[src/rtl/bottling_ctrl_param.sv]
// Pill-bottling main controller: SETTING/RUNNING/SWITCHING/DONE/ERROR/FATAL
// sequencing with pill/bottle counters, hopper and bottle-switch timeout
// supervision, a bounded error-retry budget and beep-mode generation.
module bottling_ctrl_param #(
  parameter int PILL_W         = 10,
  parameter int BOTTLE_W       = 7,
  parameter int MAX_PILLS      = 999,
  parameter int MAX_BOTTLES    = 99,
  parameter int TICK_DIV       = 1000,
  parameter int HOPPER_TIMEOUT = 5,
  parameter int SWITCH_TIMEOUT = 3,
  parameter int MAX_RETRY      = 3,
  parameter int DONE_BEEP_S    = 2
) (
  input  logic                clk_1khz,
  input  logic                clr_n,
  input  logic                start,
  input  logic                ack,
  input  logic                emergency_stop,
  input  logic                hopper_pulse,
  input  logic                bottle_ready,
  input  logic                conveyor_fault,
  input  logic [PILL_W-1:0]   set_pills,
  input  logic [BOTTLE_W-1:0] set_bottles,
  output logic [2:0]          state,
  output logic [PILL_W-1:0]   now_pills,
  output logic [BOTTLE_W-1:0] now_bottles,
  output logic                hopper_en,
  output logic                conveyor_run,
  output logic                done,
  output logic [1:0]          beep_mode
);

  typedef enum logic [2:0] {
    S_SETTING   = 3'd0,
    S_RUNNING   = 3'd1,
    S_SWITCHING = 3'd2,
    S_DONE      = 3'd3,
    S_ERROR     = 3'd4,
    S_FATAL     = 3'd5
  } state_t;

  localparam int TICK_W = (TICK_DIV > 1) ? $clog2(TICK_DIV) : 1;
  localparam int TMR_W  = 8;
  localparam int ERR_W  = $clog2(MAX_RETRY + 1) + 1;

  localparam logic [TICK_W-1:0]   TICK_LAST = TICK_W'(TICK_DIV - 1);
  localparam logic [TICK_W-1:0]   TICK_ONE  = TICK_W'(1);
  localparam logic [TMR_W-1:0]    TMR_MAX   = '1;
  localparam logic [TMR_W-1:0]    TMR_ONE   = TMR_W'(1);
  localparam logic [TMR_W-1:0]    HOP_LAST  = TMR_W'(HOPPER_TIMEOUT - 1);
  localparam logic [TMR_W-1:0]    SW_LAST   = TMR_W'(SWITCH_TIMEOUT - 1);
  localparam logic [TMR_W-1:0]    BEEP_LAST = TMR_W'(DONE_BEEP_S - 1);
  localparam logic [ERR_W-1:0]    ERR_LIMIT = ERR_W'(MAX_RETRY);
  localparam logic [ERR_W-1:0]    ERR_ONE   = ERR_W'(1);
  localparam logic [PILL_W-1:0]   PILL_MAX  = PILL_W'(MAX_PILLS);
  localparam logic [PILL_W-1:0]   PILL_ONE  = PILL_W'(1);
  localparam logic [BOTTLE_W-1:0] BOT_MAX   = BOTTLE_W'(MAX_BOTTLES);
  localparam logic [BOTTLE_W-1:0] BOT_ONE   = BOTTLE_W'(1);

  state_t              state_q, state_d, src_q;
  logic                hop_s1_q, hop_s2_q, hop_prev_q;
  logic                start_prev_q, ack_prev_q;
  logic [TICK_W-1:0]   tick_cnt_q;
  logic [TMR_W-1:0]    timer_q;
  logic [ERR_W-1:0]    err_cnt_q;
  logic [PILL_W-1:0]   pills_q, tgt_pills_q;
  logic [BOTTLE_W-1:0] bottles_q, tgt_bottles_q;
  logic                hopper_en_q, conveyor_run_q, done_q;
  logic [1:0]          beep_q;

  logic pill_edge, start_edge, ack_edge, tick, set_ok;
  logic last_pill, last_bottle, tmo_hopper, tmo_switch;
  logic count_pill, err_entry, state_change;

  assign pill_edge   = hop_s2_q & ~hop_prev_q;
  assign start_edge  = start & ~start_prev_q;
  assign ack_edge    = ack & ~ack_prev_q;
  assign tick        = (tick_cnt_q == TICK_LAST);
  assign tmo_hopper  = tick && (timer_q == HOP_LAST);
  assign tmo_switch  = tick && (timer_q == SW_LAST);
  assign set_ok      = (set_pills != '0) && (set_pills <= PILL_MAX) &&
                       (set_bottles != '0) && (set_bottles <= BOT_MAX);
  assign last_pill   = ((pills_q + PILL_ONE) == tgt_pills_q);
  assign last_bottle = ((bottles_q + BOT_ONE) == tgt_bottles_q);
  assign err_entry   = (state_d == S_ERROR) && (state_q != S_ERROR);
  assign state_change = (state_d != state_q);

  // Next-state selection; emergency stop overrides everything else, including a pill
  always_comb begin
    state_d    = state_q;
    count_pill = 1'b0;
    unique case (state_q)
      S_SETTING:   if (start_edge && set_ok) state_d = S_RUNNING;
      S_RUNNING: begin
        if (conveyor_fault) begin
          state_d = S_ERROR;
        end else if (pill_edge) begin
          count_pill = 1'b1;
          if (last_pill) state_d = last_bottle ? S_DONE : S_SWITCHING;
        end else if (tmo_hopper) begin
          state_d = S_ERROR;
        end
      end
      S_SWITCHING: begin
        if (conveyor_fault || tmo_switch) state_d = S_ERROR;
        else if (bottle_ready)            state_d = S_RUNNING;
      end
      S_ERROR: begin
        if (err_cnt_q >= ERR_LIMIT)              state_d = S_FATAL;
        else if (ack_edge && !conveyor_fault)    state_d = src_q;
      end
      S_DONE:      if (start_edge) state_d = S_SETTING;
      default:     state_d = state_q;
    endcase
    if (emergency_stop && (state_q != S_FATAL)) begin
      state_d    = S_FATAL;
      count_pill = 1'b0;
    end
  end

  // State, input edge detection, timing, counters and registered outputs
  always_ff @(posedge clk_1khz or negedge clr_n) begin
    if (!clr_n) begin
      state_q        <= S_SETTING;
      src_q          <= S_SETTING;
      hop_s1_q       <= 1'b0;
      hop_s2_q       <= 1'b0;
      hop_prev_q     <= 1'b0;
      start_prev_q   <= 1'b0;
      ack_prev_q     <= 1'b0;
      tick_cnt_q     <= '0;
      timer_q        <= '0;
      err_cnt_q      <= '0;
      pills_q        <= '0;
      tgt_pills_q    <= '0;
      bottles_q      <= '0;
      tgt_bottles_q  <= '0;
      hopper_en_q    <= 1'b0;
      conveyor_run_q <= 1'b0;
      done_q         <= 1'b0;
      beep_q         <= 2'd0;
    end else begin
      hop_s1_q     <= hopper_pulse;
      hop_s2_q     <= hop_s1_q;
      hop_prev_q   <= hop_s2_q;
      start_prev_q <= start;
      ack_prev_q   <= ack;
      state_q      <= state_d;

      // Timeouts are measured from the most recent transition or counted pill
      if (state_change || count_pill) begin
        tick_cnt_q <= '0;
        timer_q    <= '0;
      end else if (tick) begin
        tick_cnt_q <= '0;
        if (timer_q != TMR_MAX) timer_q <= timer_q + TMR_ONE;
      end else begin
        tick_cnt_q <= tick_cnt_q + TICK_ONE;
      end

      if ((state_q == S_SETTING) && (state_d == S_RUNNING)) begin
        tgt_pills_q   <= set_pills;
        tgt_bottles_q <= set_bottles;
        pills_q       <= '0;
        bottles_q     <= '0;
        err_cnt_q     <= '0;
      end else if (count_pill) begin
        if (last_pill) begin
          bottles_q <= bottles_q + BOT_ONE;
          // The final bottle keeps its full pill count on display
          pills_q   <= last_bottle ? (pills_q + PILL_ONE) : '0;
        end else begin
          pills_q <= pills_q + PILL_ONE;
        end
      end

      if (err_entry) begin
        err_cnt_q <= err_cnt_q + ERR_ONE;
        src_q     <= state_q;
      end

      hopper_en_q    <= (state_d == S_RUNNING);
      conveyor_run_q <= (state_d == S_SWITCHING);
      done_q         <= (state_d == S_DONE);
      unique case (state_d)
        S_ERROR: beep_q <= 2'd2;
        S_FATAL: beep_q <= 2'd3;
        S_DONE: begin
          if (state_q != S_DONE)              beep_q <= 2'd1;
          else if (tick && timer_q == BEEP_LAST) beep_q <= 2'd0;
        end
        default: beep_q <= 2'd0;
      endcase
    end
  end

  assign state        = state_q;
  assign now_pills    = pills_q;
  assign now_bottles  = bottles_q;
  assign hopper_en    = hopper_en_q;
  assign conveyor_run = conveyor_run_q;
  assign done         = done_q;
  assign beep_mode    = beep_q;

endmodule

[config.mk]
export PLATFORM = sky130hd
export DESIGN_NAME = bottling_ctrl_param
export DESIGN_NICKNAME = d
export VERILOG_FILES = /design/src/rtl/bottling_ctrl_param.sv
export SDC_FILE = /design/constraint.sdc
export NUM_CORES = 1
export LEC_CHECK = 0
export ABC_AREA = 1
export CAP_MARGIN = 0
export CELL_PAD_IN_SITES_DETAIL_PLACEMENT = 1
export CELL_PAD_IN_SITES_GLOBAL_PLACEMENT = 2
export CORE_MARGIN = 3
export CORE_UTILIZATION = 34
export DETAILED_ROUTE_END_ITERATION = 16
export GPL_TIMING_DRIVEN = 0
export PLACE_DENSITY = 0.81
export SLEW_MARGIN = 20
export SYNTH_ARGS = -nofsm -noshare
export SYNTH_HDL_FRONTEND = slang
export SYNTH_SLANG_ARGS = --single-unit
[constraint.sdc]
create_clock -name clk_1khz -period 5.56 [get_ports clk_1khz]
set_input_delay 1.39 -clock clk_1khz [delete_from_list [all_inputs] [get_ports clk_1khz]]
set_output_delay 1.39 -clock clk_1khz [all_outputs]
set_load 0.03 [all_outputs]
After elaboration in Yosys (flattened, before gate mapping)
Cells that the tools add are included.

cells by class
  $add $sub $neg = 5
  multiply operators = 0
  divide/modulo/power cells = 0
  $lt $le $gt $ge = 3
  equal/unequal tests = 21
  shift operators = 0
  mux-type cells = 34
  bitwise gates (word level) = 6
  reductions and logical operators = 24

operator list
  cell                                                              count
  10-bit two-way mux                                                6
  3-bit two-way mux                                                 13
  8-bit two-way mux                                                 3
  7-bit two-way mux                                                 3
  10-bit by 1-bit adder with 10-bit output (second input constant)  2
  3-bit one-hot mux with 5 select lines                             1
  3-bit by 2-bit == test with 1-bit output (second input constant)  4
  1-bit logical AND                                                 11
  10-bit == test                                                    1
  10-bit == test (second input constant)                            1
  10-bit <= comparator (second input constant)                      1
  10-bit nonzero test                                               1
  2-bit nonzero test                                                5
  3-bit == test (second input constant)                             3
  8-bit by 1-bit adder with 8-bit output (second input constant)    1
  8-bit by 1-bit == test with 1-bit output (second input constant)  1
  8-bit by 2-bit == test with 1-bit output (second input constant)  1
  8-bit by 3-bit == test with 1-bit output (second input constant)  1
  8-bit inequality test (second input constant)                     1
  7-bit by 1-bit adder with 7-bit output (second input constant)    1
  7-bit == test                                                     1
  7-bit <= comparator (second input constant)                       1
  7-bit nonzero test                                                1
  3-bit by 1-bit == test with 1-bit output (second input constant)  2
  other kinds (15)                                                  27

word-level totals
  flip-flop bits (word level) = 71
  latch bits = 0
  RAM bits = 0
  memory bits (read-only) = 0
  input port bits = 25
  output and inout port bits = 25
  word-level logic and storage cells = 111
  memories kept = 0

Longest topological paths before layout
Gate-level depths: netlist of run 1.

  depth in word-level cells = 12
  depth in mapped cells = 20
  gate-level depth less buffers = 20

Worst setup path after synthesis of run 1
No wires, ideal clock.

  kind = input to register
  from = in conveyor_fault
  to = reg tick_cnt_q[3]
  setup time = 0.069 ns
  arrival time = 2.810 ns
  required time = 5.491 ns
  setup slack = 2.681 ns
  stages = 13
  buffers on the path = 1
  cells stage by stage = inv_1 > nand3b_1 > mux2_2 > nand2_1 > nand4_1 > inv_1 > nand2_2 > nand2_1 > inv_1 > nand2_1 > nand3_4 > buf_6 > nor2_2

between the ends
  cells in the longest elaborated chain, start to end = 9
  elaborated cells between the ends (all ways) = 15
  those cells by class = eq/ne: 1; mux: 10; reduce/logical: 4

ends and longest elaborated chain
  element                                  RTL line  source
  start: declaration                       22        input logic conveyor_fault,
  1-bit logical NOT                        111       else if (ack_edge && !conveyor_fault) state_d = src_q;
  1-bit logical AND                        111
  3-bit two-way mux                        111
  3-bit two-way mux                        110       if (err_cnt_q >= ERR_LIMIT) state_d = S_FATAL;
  3-bit one-hot mux with 5 select lines *  93        unique case (state_q)
  3-bit two-way mux *                      116       if (emergency_stop && (state_q != S_FATAL)) begin
  net state_d[1]                           61        state_t state_q, state_d, src_q;
  3-bit inequality test *                  87        assign state_change = (state_d != state_q);
  1-bit logical OR *                       152       if (state_change || count_pill) begin
  10-bit two-way mux *                     152
  end signal: assignment                   159       tick_cnt_q <= tick_cnt_q + TICK_ONE;
  end: declaration                         64        logic [TICK_W-1:0] tick_cnt_q;

Mark *: on every way through the listed nets, which the timed path passes. The rest lies on a longest branch.
A chain may end at the register's enable or synchronous reset.

Worst setup path in the final report of run 1
  from = in conveyor_fault
  to = reg err_cnt_q[0]

between the ends
  cells in the longest elaborated chain, start to end = 9
  elaborated cells between the ends (all ways) = 15
  those cells by class = eq/ne: 2; mux: 7; reduce/logical: 6

ends and longest elaborated chain
  element                                                                    RTL line  source
  1-bit logical NOT                                                          111
  1-bit logical AND                                                          111
  3-bit two-way mux                                                          111
  3-bit two-way mux                                                          110
  3-bit one-hot mux with 5 select lines *                                    93
  3-bit two-way mux *                                                        116
  net state_d[2]                                                             61
  3-bit == test or 3-bit by 1-bit == test with 1-bit output (tied branches)  86, 162
  1-bit logical AND (on tied branches)                                       86, 162
  3-bit two-way mux or 2-bit nonzero test (tied branches)                    n/a
  end signal: assignment                                                     179       err_cnt_q <= err_cnt_q + ERR_ONE;
  end: declaration                                                           66        logic [ERR_W-1:0] err_cnt_q;

Marks and branches as above.

==> results of run 1 <==
-- state kept, by name, summed over array words and instances (netlist names) --
signal         cells
src_q              3
tgt_pills_q       10
state              3
start_prev_q       1
hop_s2_q           1
beep_mode          2
hopper_en          1
ack_prev_q         1
now_pills         10
now_bottles        7
hop_prev_q         1
done               1
tgt_bottles_q      7
tick_cnt_q        10
hop_s1_q           1
conveyor_run       1
err_cnt_q          3
timer_q            8
-- Yosys cell counts --
cell type	count	share of area (%)
a21oi_2	1	0.20
clkbuf_2	1	0.12
o2111ai_1	1	0.20
nand2_1	167	14
inv_1	109	9.5
or2_2	4	0.58
a21oi_1	9	1.0
nand3_2	3	0.69
nand3_1	52	6.0
nand2_2	3	0.43
a211o_1	1	0.20
ha_1	9	2.6
nand4_1	13	1.9
mux2_2	1	0.26
o21ai_0	25	2.9
o21ai_1	15	1.7
buf_6	1	0.26
o221ai_1	1	0.20
clkinv_1	1	0.087
nor4_1	6	0.87
clkbuf_1	2	0.17
o22ai_1	4	0.58
nor2_1	47	4.1
nor3_2	1	0.23
buf_4	4	0.69
xnor2_1	4	0.81
nor2_4	2	0.52
nor3_1	14	1.6
inv_2	1	0.087
xor2_1	7	1.4
dfrtp_1	71	41
buf_2	1	0.12
nor2_2	13	1.9
nand3_4	2	0.81
nand3b_1	10	1.7
-- worst max-delay path by stage --
| stage | to | depth (start not counted) |
|---|---|---|
| 3_3_place_gp | hopper_en | 1 |
| 2_1_floorplan | tick_cnt_q[3] | 13 |
| 4_1_cts | err_cnt_q[0] | 12 |
| 6_report | err_cnt_q[0] | 12 |
| 5_1_grt | tgt_pills_q[7] | 12 |
| 3_5_place_dp | err_cnt_q[0] | 12 |
-- metrics by stage --
stage / hold slack, ns / cell area [um^2] / total power [uW]
after floorplan: 0.331 / 4330 / 1180
after global placement: 0.357 / 5030 / 1400
after detailed placement: 0.363 / 5050 / 1430
after CTS: 0.375 / 5350 / 2010
after global routing: 0.386 / 5350 / 2130
final: 0.375 / 5350 / 1980
-- logic make-up (layout without fill, tap and decap cells) --
family | Yosys count | in the layout | synth area share, %
multiplexers | 1 | 1 | 0.260
AO/OA/AOI/OAI | 57 | 57 | 7.05
flip-flops | 71 | 71 | 41.1
XOR/XNOR | 11 | 11 | 2.23
adder cells (fa/ha/maj) | 9 | 9 | 2.60
AND/OR/NAND/NOR | 337 | 337 | 35.8
buffers and inverters | 120 | 186 | 11.0
-- layout make-up --
class                           count  area (um^2)  share of cell area [%]
Inverter                          111          417                    7.79
Clock buffer                       12          246                    4.61
Tap cell                          168          210                    3.93
Timing Repair Buffer               50          515                    9.64
Clock inverter                      4         45.0                   0.843
Buffer                              9         58.8                    1.10
Sequential cell                    71         1780                    33.2
Multi-Input combinational cell    415         2080                    38.8
-- power groups by stage --
stage / clock [uW] / combinational, uW / sequential [uW]
2_1_floorplan: 0 / 436 / 740
3_3_place_gp: 0 / 712 / 685
3_5_place_dp: 0 / 737 / 689
4_1_cts: 589 / 739 / 681
5_1_grt: 612 / 821 / 694
6_report: 569 / 726 / 680
-- layer usage --
| metal | wire length (um) | part of all wire (%) | global-route usage (%) |
|---|---|---|---|
| met1 | 5480 | 46 | 21.9 |
| met2 | 5960 | 50 | 31.4 |
| met3 | 391 | 3.3 | 4.84 |
| met4 | 131 | 1.1 | 4.20 |
| met5 | 0 | 0 | 0 |
==> out/metrics.cfg, run 1 <==
[detailed_routing]
remaining_drc_errors=0
drt_iter0_drc=118
drtAntennaViolNets=0
firstDrtPassIters=4
dr_total_vias=4019
viasPerCell=4.78
avgRoutedWirePerCell_um=14.2
totalWireLength_um=12000

[clock_tree]
cts_max_path_buffers=2
clk-insertion-delay-late_ns=0.33
cts_inserted_buffers=9
cts-resized-gates=0
cts_tree=built
holdBufCountCts=0
cts_num_sinks=71
clkTransAtPathRegs_ns=0.06
postCtsSetupRepairBufs=0
htreeDepth=3
cts_root_buf=clkbuf_16

[finish]
nFillCells=1600
drive_gt1_share_pct=8.04
nets=701
layout_commonest_cell=nand2_1
fin_util_pct=43.8
final_cell_mix=167 x nand2_1, 109 x inv_1, 71 x dfrtp_1, 52 x nand3_1, 48 x clkdlybuf4s50_1
diodes=0
area_growth_pct=23.5
fin_cells=840

[sta]
worst_pin_slew_ns=0.470
setup_tns_ns=0
slew_headroom_pct=68.5
clock_skew_ns=0.00933
rsz0062_at_grt=false
fin_crit_sh_pct=63.6
report.final.slew_viol_count=0
setup_ws_ns=2.02
setup_viol=0
max_freq_ghz=0.283
fin_crit_ns=3.54
hold_viol=0

[worst_setup_path]
cpMostUsedCell=inv_1
max_stage_delay_ns=0.45
cp_top_family=buffers and inverters
critPathRequiredTime_ns=5.78
critPathArrivalTime_ns=3.76
r2r-end=tick_cnt_q[6]
cp-end-kind=flip-flop
r2r_slack_ns=2.73
r2r_start=now_pills[0]
cp_cell_sequence=clkdlybuf4s50_1, inv_1, nand3b_1, nor4_1, o21ai_0, nor2_1, inv_1, a21oi_1, nand3_2, buf_4, nand3_1, nand2_1
critPathMaxFanout=10
crit_buf_inv=4
crit_path_top_delay_cell=clkdlybuf4s50_1
reg2reg_depth=17
critPathLaunchType=input pin
path_class=input pin to flip-flop
crit_start=conveyor_fault

[floorplanning]
die_x_um=119
die-height_um=119
coreArea_mm2=0.0122
die_area_mm2=0.0141
num_rows=40
pin_count=50
initial_core_util_pct=35.4

[power]
switching_share_pct=38.5
irDropWorstVdd_uv=224
comb_power_share_pct=36.8
power.share.clock_pct=28.8
powerDensity_mw_per_mm2=370
total_leakage_power_uw=0.00265
internal_power_uw=1220
power_frac_seq_pct=34.4
switchingPower_uw=760

[global_route]
gr-usage-all-layers_pct=17.9
grt_max_degree=56
grt_pass1_wl_um=20500
grt_overflow_total=0
antenna_found_initial=0
grt_pass1_vias=4215

[synthesis]
ys_types=35
ys_ff_latch=71
syn_inst=606
yosys_warnings=0
syn_area_mm2=0.00433
postSynthAreaPerCell_um2=7.14
syn-num-nets=640
ys_seq_area_share_pct=41.1

[place]
gp_congestion=0.815
dp_slack_ns=1.67
post-place-cells=824
port_buffers=49
post-dp-hpwl_um=9360

[outcome]
status=completed

[hold_path]
worstHoldStart=hop_s1_q
hold_end=hop_s2_q
whs_path_depth=0
hold_path_class=flip-flop to flip-flop

[job]
cap_violations=0

Power figures use the tool's default switching activity.
==> inputs of run 2 (changes only) <==
--- a/config.mk
+++ b/config.mk
@@ -10,10 +10,10 @@
 export CELL_PAD_IN_SITES_DETAIL_PLACEMENT = 1
 export CELL_PAD_IN_SITES_GLOBAL_PLACEMENT = 2
 export CORE_MARGIN = 3
-export CORE_UTILIZATION = 34
+export CORE_UTILIZATION = 32
 export DETAILED_ROUTE_END_ITERATION = 16
 export GPL_TIMING_DRIVEN = 0
-export PLACE_DENSITY = 0.81
+export PLACE_DENSITY = 0.77
 export SLEW_MARGIN = 20
 export SYNTH_ARGS = -nofsm -noshare
 export SYNTH_HDL_FRONTEND = slang
==> constraint.sdc (replaced) <==
create_clock -name clk_1khz -period 3.5 [get_ports clk_1khz]
set_input_delay 0.875 -clock clk_1khz [delete_from_list [all_inputs] [get_ports clk_1khz]]
set_output_delay 0.875 -clock clk_1khz [all_outputs]
set_load 0.03 [all_outputs]
==> out/metrics.cfg, run 2 (synthesis gave the netlist of run 1 again) <==
[outcome]
status=completed

[clock_tree]
cts-resized-gates=0  ; unchanged
holdBufCountCts=0  ; unchanged
cts_num_sinks=71  ; unchanged
postCtsSetupRepairBufs=0  ; unchanged
cts_max_path_buffers=2  ; unchanged
cts_inserted_buffers=9  ; unchanged
cts_tree=built
clkTransAtPathRegs_ns=0.06  ; about the same
htreeDepth=3  ; unchanged
cts_root_buf=clkbuf_16
clk-insertion-delay-late_ns=0.34  ; about the same

[global_route]
grt_max_degree=38  ; -32%
gr-usage-all-layers_pct=17.8  ; -0.14 points
grt_pass1_vias=4085  ; -3.1%
grt_pass1_wl_um=20400  ; -0.51%
antenna_found_initial=0  ; unchanged
grt_overflow_total=0  ; unchanged

[worst_setup_path]
cp-end-kind=flip-flop
cp_cell_sequence=clkdlybuf4s50_1, inv_1, nand3b_1, nor4_1, o21ai_0, nor2_1, inv_1, a21oi_1, nand3_2, buf_4, nand3_1, nand2_1
crit_path_top_delay_cell=clkdlybuf4s50_1
crit_buf_inv=4  ; unchanged
max_stage_delay_ns=0.42  ; -0.03 ns
critPathLaunchType=input pin
critPathArrivalTime_ns=3.30  ; -0.46 ns
critPathMaxFanout=10  ; unchanged
cpMostUsedCell=inv_1
critPathRequiredTime_ns=3.73  ; -2.05 ns
cp_top_family=buffers and inverters
path_class=input pin to flip-flop

[detailed_routing]
totalWireLength_um=12500  ; +4.4%
viasPerCell=4.78  ; -0.15%
dr_total_vias=4032  ; +0.32%
drtAntennaViolNets=0  ; unchanged
drt-met1-wl_um=5540  ; +1.0%
drt_iter0_drc=144  ; +22%
avgRoutedWirePerCell_um=14.8  ; +3.9%
dr_wl_met3_um=323  ; -17%
firstDrtPassIters=4  ; unchanged
dr.max_layer_used=met4
remaining_drc_errors=0  ; unchanged
route.met2.wl_um=6440  ; +8.0%

[finish]
final_cell_mix=167 x nand2_1, 109 x inv_1, 71 x dfrtp_1, 52 x nand3_1, 48 x clkdlybuf4s50_1
stdcell_area_mm2=0.00535  ; about the same
drive_gt1_share_pct=8.33  ; +0.30 points
diodes=0  ; unchanged
area_growth_pct=23.6  ; about the same
layout_commonest_cell=nand2_1
nets=701  ; unchanged
fin_cells=844  ; +0.48%
nFillCells=1633  ; +2.1%
fin_util_pct=41.4  ; -2.4 points

[sta]
worst_pin_slew_ns=0.512  ; +0.0418 ns
clock_skew_ns=0.00796  ; -0.00137 ns
report.final.slew_viol_count=0  ; unchanged
whs_ns=0.361  ; -0.0140 ns
hold_viol=0  ; unchanged
fin_crit_ns=3.07
setup_viol=0  ; unchanged
slew_headroom_pct=65.9  ; -2.7 points
fin_crit_sh_pct=87.6
rsz0062_at_grt=false
max_freq_ghz=0.326

[power]
total_leakage_power_uw=0.00265  ; -0.20%
switching_share_pct=38.9  ; +0.46 points
power_frac_seq_pct=34.2  ; -0.2 points
total_power_uw=3160  ; +60%
powerDensity_mw_per_mm2=590  ; +60%
comb_power_share_pct=36.3  ; -0.5 points
internal_power_uw=1930  ; +59%
switchingPower_uw=1230  ; +62%
power.share.clock_pct=29.5  ; +0.7 points
irDropWorstVdd_uv=348  ; +55%

[floorplanning]
die-height_um=122  ; +2.9%
die_area_mm2=0.0150  ; +5.9%
die_x_um=122  ; +2.9%
coreArea_mm2=0.0129  ; +5.9%
initial_core_util_pct=33.5  ; -2.0 points
pin_count=50  ; unchanged
num_rows=41  ; +2.5%

[place]
port_buffers=49  ; unchanged
post-dp-hpwl_um=9740  ; +4.0%
gp_congestion=0.822  ; +0.82%
post-place-cells=828  ; +0.49%
detailed_place.area_mm2=0.00505  ; about the same

[hold_path]
hold_path_class=flip-flop to flip-flop

[job]
cap_violations=0  ; unchanged

==> run 2: cell count changes in the layout (fill, tap and decap cells not counted) <==
cell / previous run / this run
buf_12: 0 / 1
clkinvlp_4: 0 / 2
clkbuf_1: 4 / 2
buf_16: 1 / 0
==> run 2: worst paths after layout <==
path | slack [ns] | end | start | depth (start not counted)
worst max register to register | 0.61 | now_bottles[4] | state[1] | 14
worst min register to register | 0.36 | hop_s2_q | hop_s1_q | 0
worst max-delay path | 0.43 | err_cnt_q[2] | conveyor_fault | 12
max in group asynchronous | 2.41 | ack_prev_q | clr_n | 2
worst min-delay path | 0.36 | hop_s2_q | hop_s1_q | 0
min in group asynchronous | 0.51 | now_pills[4] | clr_n | 1
==> run 2: final cells by class <==
cell class | count | area, um^2 | share of cell area, %
Clock buffer | 10 | 239 | 4.47
Sequential cell | 71 | 1780 | 33.2
Buffer | 9 | 58.8 | 1.10
Multi-Input combinational cell | 415 | 2080 | 38.8
Tap cell | 172 | 215 | 4.02
Timing Repair Buffer | 50 | 508 | 9.49
Clock inverter | 6 | 60.1 | 1.12
Inverter | 111 | 417 | 7.79
==> run 2: through the flow <==
step	TNS, ns	worst slack, ns
floorplan	0	0.999
global placement	-81.36	-1.15
detailed placement	0	0.195
CTS	0	0.400
global route	0	0.138
finish	0	0.433
==> run 2: worst register-to-register path, delay by kind of cell (launching register included) <==
family                 cells  cell delay (ns)
buffers and inverters      5             1.12
flip-flops                 1             0.48
AND/OR/NAND/NOR            8             1.14
AO/OA/AOI/OAI              1             0.09
==> run 2: power groups by stage <==
stage	Sequential, uW	Combinational, uW	Clock, uW
2_1_floorplan	1170	692	0
3_3_place_gp	1090	1140	0
3_5_place_dp	1100	1170	0
4_1_cts	1080	1170	965
5_1_grt	1100	1310	1000
6_report	1080	1150	931
==> run 2: layer usage <==
layer  GRT usage [%]  up-vias
li1                -     2034
met1            21.4     1942
met2            31.6       44
met3            3.69       12
met4            5.81        0
met5               0        -
